## src/rtl/cla_add_seq.sv

```systemverilog
// Multi-cycle add/subtract unit: one shared 4-bit carry-lookahead slice is
// stepped across the operands one nibble per clock, LSB nibble first.

module cla4 (
    input  logic [3:0] a,
    input  logic [3:0] b,
    input  logic       cin,
    output logic [3:0] s,
    output logic       cout
);
    logic [3:0] g;
    logic [3:0] p;
    logic [3:0] c;

    always_comb begin
        g    = a & b;
        p    = a ^ b;
        c[0] = cin;
        c[1] = g[0] | (p[0] & cin);
        c[2] = g[1] | (p[1] & g[0]) | (p[1] & p[0] & cin);
        c[3] = g[2] | (p[2] & g[1]) | (p[2] & p[1] & g[0]) | (p[2] & p[1] & p[0] & cin);
        cout = g[3] | (p[3] & g[2]) | (p[3] & p[2] & g[1]) | (p[3] & p[2] & p[1] & g[0])
             | (p[3] & p[2] & p[1] & p[0] & cin);
        s    = p ^ c;
    end
endmodule

module cla_add_seq #(
    parameter int WIDTH = 16
) (
    input  logic             clk,
    input  logic             rst,
    input  logic             in_valid,
    output logic             in_ready,
    input  logic [WIDTH-1:0] A,
    input  logic [WIDTH-1:0] B,
    input  logic             sub,
    output logic             out_valid,
    input  logic             out_ready,
    output logic [WIDTH-1:0] S,
    output logic             cout,
    output logic             ovfl,
    output logic             zero
);
    localparam int N  = WIDTH / 4;
    localparam int IW = (N > 1) ? $clog2(N) : 1;

    typedef enum logic [1:0] {IDLE, RUN, DONE} state_t;

    state_t              state_q, state_d;
    logic [N-1:0][3:0]   opa_q, opa_d;
    logic [N-1:0][3:0]   opb_q, opb_d;
    logic [N-1:0][3:0]   s_q, s_d;
    logic                carry_q, carry_d;
    logic [IW-1:0]       idx_q, idx_d;
    logic                cout_q, cout_d;
    logic                ovfl_q, ovfl_d;
    logic                zero_q, zero_d;

    logic [3:0]          slice_s;
    logic                slice_cout;
    logic                last_step;

    cla4 u_slice (
        .a    (opa_q[idx_q]),
        .b    (opb_q[idx_q]),
        .cin  (carry_q),
        .s    (slice_s),
        .cout (slice_cout)
    );

    assign last_step = (idx_q == IW'(N - 1));

    always_comb begin
        // NOTE: every _d gets its hold value first so no path leaves it unassigned (no latches).
        state_d = state_q;
        opa_d   = opa_q;
        opb_d   = opb_q;
        s_d     = s_q;
        carry_d = carry_q;
        idx_d   = idx_q;
        cout_d  = cout_q;
        ovfl_d  = ovfl_q;
        zero_d  = zero_q;

        unique case (state_q)
            IDLE: begin
                if (in_valid) begin
                    // Subtract as A + ~B + 1: the +1 rides in on the first carry-in.
                    opa_d   = A;
                    opb_d   = sub ? ~B : B;
                    carry_d = sub;
                    idx_d   = '0;
                    state_d = RUN;
                end
            end
            RUN: begin
                s_d[idx_q] = slice_s;
                carry_d    = slice_cout;
                if (last_step) begin
                    idx_d   = '0;
                    cout_d  = slice_cout;
                    ovfl_d  = (opa_q[N-1][3] == opb_q[N-1][3]) && (slice_s[3] != opa_q[N-1][3]);
                    zero_d  = (s_d == '0);
                    state_d = DONE;
                end else begin
                    idx_d = idx_q + IW'(1);
                end
            end
            DONE: begin
                if (out_ready) state_d = IDLE;
            end
            default: state_d = IDLE;
        endcase
    end

    always_ff @(posedge clk or posedge rst) begin
        if (rst) begin
            state_q <= IDLE;
            opa_q   <= '0;
            opb_q   <= '0;
            s_q     <= '0;
            carry_q <= 1'b0;
            idx_q   <= '0;
            cout_q  <= 1'b0;
            ovfl_q  <= 1'b0;
            zero_q  <= 1'b0;
        end else begin
            // NOTE: non-blocking so every flop samples the pre-edge values of the others.
            state_q <= state_d;
            opa_q   <= opa_d;
            opb_q   <= opb_d;
            s_q     <= s_d;
            carry_q <= carry_d;
            idx_q   <= idx_d;
            cout_q  <= cout_d;
            ovfl_q  <= ovfl_d;
            zero_q  <= zero_d;
        end
    end

    assign in_ready  = (state_q == IDLE);
    assign out_valid = (state_q == DONE);
    assign S         = s_q;
    assign cout      = cout_q;
    assign ovfl      = ovfl_q;
    assign zero      = zero_q;
endmodule

```

## config.mk

```make
export PLATFORM = sky130hd
export DESIGN_NAME = cla_add_seq
export DESIGN_NICKNAME = d
export VERILOG_FILES = /design/src/rtl/cla_add_seq.sv
export SDC_FILE = /design/constraint.sdc
export NUM_CORES = 1
export LEC_CHECK = 0
export ABC_AREA = 1
export BUFFER_PORTS_ARGS = -buffer_cell sky130_fd_sc_hd__buf_2
export CAP_MARGIN = 5
export CORE_UTILIZATION = 40
export DETAILED_ROUTE_END_ITERATION = 8
export SYNTH_ARGS = -nofsm -noshare
export SYNTH_HDL_FRONTEND = slang
export SYNTH_SLANG_ARGS = --single-unit
```

## constraint.sdc

```tcl
create_clock -name clk -period 5.2 [get_ports clk]
set_clock_uncertainty 0.05 [all_clocks]
set_input_delay 0.26 -clock clk [delete_from_list [all_inputs] [get_ports clk]]
set_output_delay 0.26 -clock clk [all_outputs]
set_load 0.005 [all_outputs]
```

==> results.md <==
- Status: finished clean
- First-pass GRT wire length: between 10000 and 15000 um
- Syn Nets: between 400 and 500
- Starting Density: about 41%
- Yosys warns: 0
- Max-slew violation count: 0
- Placer Congestion: 0.8408
- Drt first pass iters: 4
- Vias in the first global route: between 2000 and 2500
- Vias per cell: about 4.8
- Die area: ~7800 um2
- Pleak: around 1.7 nW
- Critical path endpoint category: flip-flop
- Rel. slew slack: between 40% and 50%
- DRC violations left: 0
- Synth Register Bits: between 50 and 60
- Syn Inst Count: roughly 370
- Layout cell share with drive strength beyond 1: roughly a fifth
- Post-Synth Adder-Cell Area: under 10%
- DR WL/cell: ~12 um
- Die Width: around 90 um
- Fin area: between 3000 and 4000 um2
- Row count: 31
- # nets final: about 470
- Largest family of logic cells by synthesized area: simple AND/OR/NAND/NOR gates
- Worst-Skew Late Latency: ~300 ps
- Hold Fails Final Rpt: 0
- Synth cell types: 28
- CTS root buffer: clkbuf_8
- # diodes: 0
- Post-synthesis mux area share: 0%
- Num CTS Buffers: 5
- WP data required: 5360 ps
- Register area share after synthesis: 47.26%
- Final Cycle Share: between 50% and 60%
- Final WL: between 6000 and 7000 um
- # hold bufs at CTS: 0
- Post-synth ARST share: 100.0%
- # Max-Cap Violations: 0
- CTS resizes: 0
- Num ports: 58
- Core area: ~7200 um2
- Die height: 88.10 um
- Max Root-Sink Buffers: 2
- Worst vdd ir: ~0.00024 V
- Hpwl dp: between 4000 and 5000 um
- EDFF count, synth: 0
- Crit Path Max Fanout: 21
- Max Freq: 0.3438 GHz
- Most used DFF post-synth: dfrtp_1
- DP Area: 3303 um2
- Worst-Margin Slew: roughly 790 ps
- PD cells: between 700 and 800 nW/um2
- Via count: 2512
- Gr usage total: 18.51%
- H-tree depth: 2
- Final core occ: roughly 48%
- Clock sinks: 56
- Crit start category: flip-flop
- Setup_tns: 0 ps
- Initial antenna violation count: 0
- Final Hold Slack: 71.16 ps
- CTS tree: yes
- Syn-to-layout area delta: 15.65%
- RSZ-0062 raised after global routing: no
- Port Buffer Count: 57
- Setup ws final: approximately 2300 ps
- Detail Route Antenna Nets: 0
- Tmin final: 2909 ps
- Worst min path class: primary input to async pin
- Crit Path Class: flip-flop to flip-flop
- Synthesized cell area: between 2000 and 3000 um2
- XOR/XNOR Fraction of Synth Area: between 4 and 5%
- DRT iter0 DRCs: 123
- Synthesized area per cell: about 8.0 um2
- Worst-path clk slew: about 100 ps
- Post-synthesis simple-gate area fraction: 27.05%
- Synth Area in Compound Gates: between 10% and 20%
- Grt ovf: 0
- Pin count of the biggest net entering global routing: between 50 and 60
- Post-CTS Setup Bufs: 0
- Pre-CTS setup slack: between 2000 and 2500 ps
- Setup violators final: 0
- CP arrival: approximately 3100 ps
==> kinds of logic after synthesis <==
kind of cell,count (synthesis)
buffers and inverters,37
adder cells (fa/ha/maj),9
XOR/XNOR,16
AND/OR/NAND/NOR,190
AO/OA/AOI/OAI,63
flip-flops,56
==> cell usage after synthesis (all sizes together), types with 4 or more instances <==
cell type  instances  area (um2)
nand2            125       481.7
dfrtp             56        1401
o21ai             48       240.2
nor2              33       131.4
nand3             23       132.6
inv               22       82.58
xnor2             16       140.1
buf               11       60.05
ha                 8       100.1
o22ai              8       50.05
or2                6       37.54
a31oi              4       25.02
clkbuf             4       18.77
==> worst max-delay path, cell delays in order (launching register included) <==
cell and delay [ps]:
dfrtp_1 710, inv_1 390, o21ai_0 280, o22ai_1 110, ha_1 370, or2_0 230, nand2_2 90, nand2_2 50
nand2_2 110, nand3_1 80, o21ai_1 110, nor2_1 60, nand3_1 90, nand2_1 50
==> metal layers <==
layer	GRT usage, %	vias to the layer above	share of wire (%)
met4	4.839	0	1.5
met5	0	-	0
li1	-	1304	-
met3	3.959	11	4.2
met2	29.88	65	47
met1	25.36	1132	48
==> cell type report <==
| cell class | instances | area, um2 |
|---|---|---|
| inverter | 22 | 82.58 |
| multi-input combinational | 278 | 1403 |
| tap | 99 | 123.9 |
| clock inverter | 1 | 30.03 |
| sequential | 56 | 1401 |
| clock buffer | 7 | 96.34 |
| timing repair buffer | 58 | 292.8 |
| fill | 771 | 3785 |
==> path summary, 6_finish.rpt <==
kind | start | end | slack (ps) | cells past startpoint
worst max-delay path | idx_q[0] | zero | 2290 | 13
worst min-delay path | rst | S[2] | 70 | 3
worst max register to register | idx_q[0] | zero | 2290 | 13
worst min register to register | opb_q[10] | opb_q[10] | 440 | 2
max in group asynchronous | rst | S[9] | 4560 | 3
min in group clk | out_ready | state_q[1] | 70 | 2
==> placed cells by master (no fill, tap or decap), types with 3 or more instances in the layout <==
cell type,count
dfrtp_1,56
nand2_2,5
inv_1,19
nand2_1,120
o22ai_1,8
clkbuf_8,7
or2_2,4
a31oi_1,4
o21ai_0,42
nand3_1,21
xnor2_1,16
buf_2,57
nand4_1,3
inv_2,3
o21ai_1,6
nor2_1,32
ha_1,8
==> power by group <==
part           total, mW  switching (mW)  internal [mW]
Sequential         0.815           0.170          0.645
Combinational       1.37           0.857          0.509
Clock              0.305           0.135          0.170
Total               2.49            1.16           1.32
==> state kept, by name (all words and copies together) (netlist names) <==
name,cells
idx_q,2
state_q,2
opa_q,16
S,16
carry_q,1
zero,1
cout,1
opb_q,16
ovfl,1
==> through the flow <==
stage          cells  total power, mW
2_1_floorplan    371            1.843
3_3_place_gp     513            2.164
3_5_place_dp     513            2.191
4_1_cts          521            2.506
5_1_grt          521            2.776
6_report         521            2.485
Note: power is estimated with default switching activity, not from simulation.
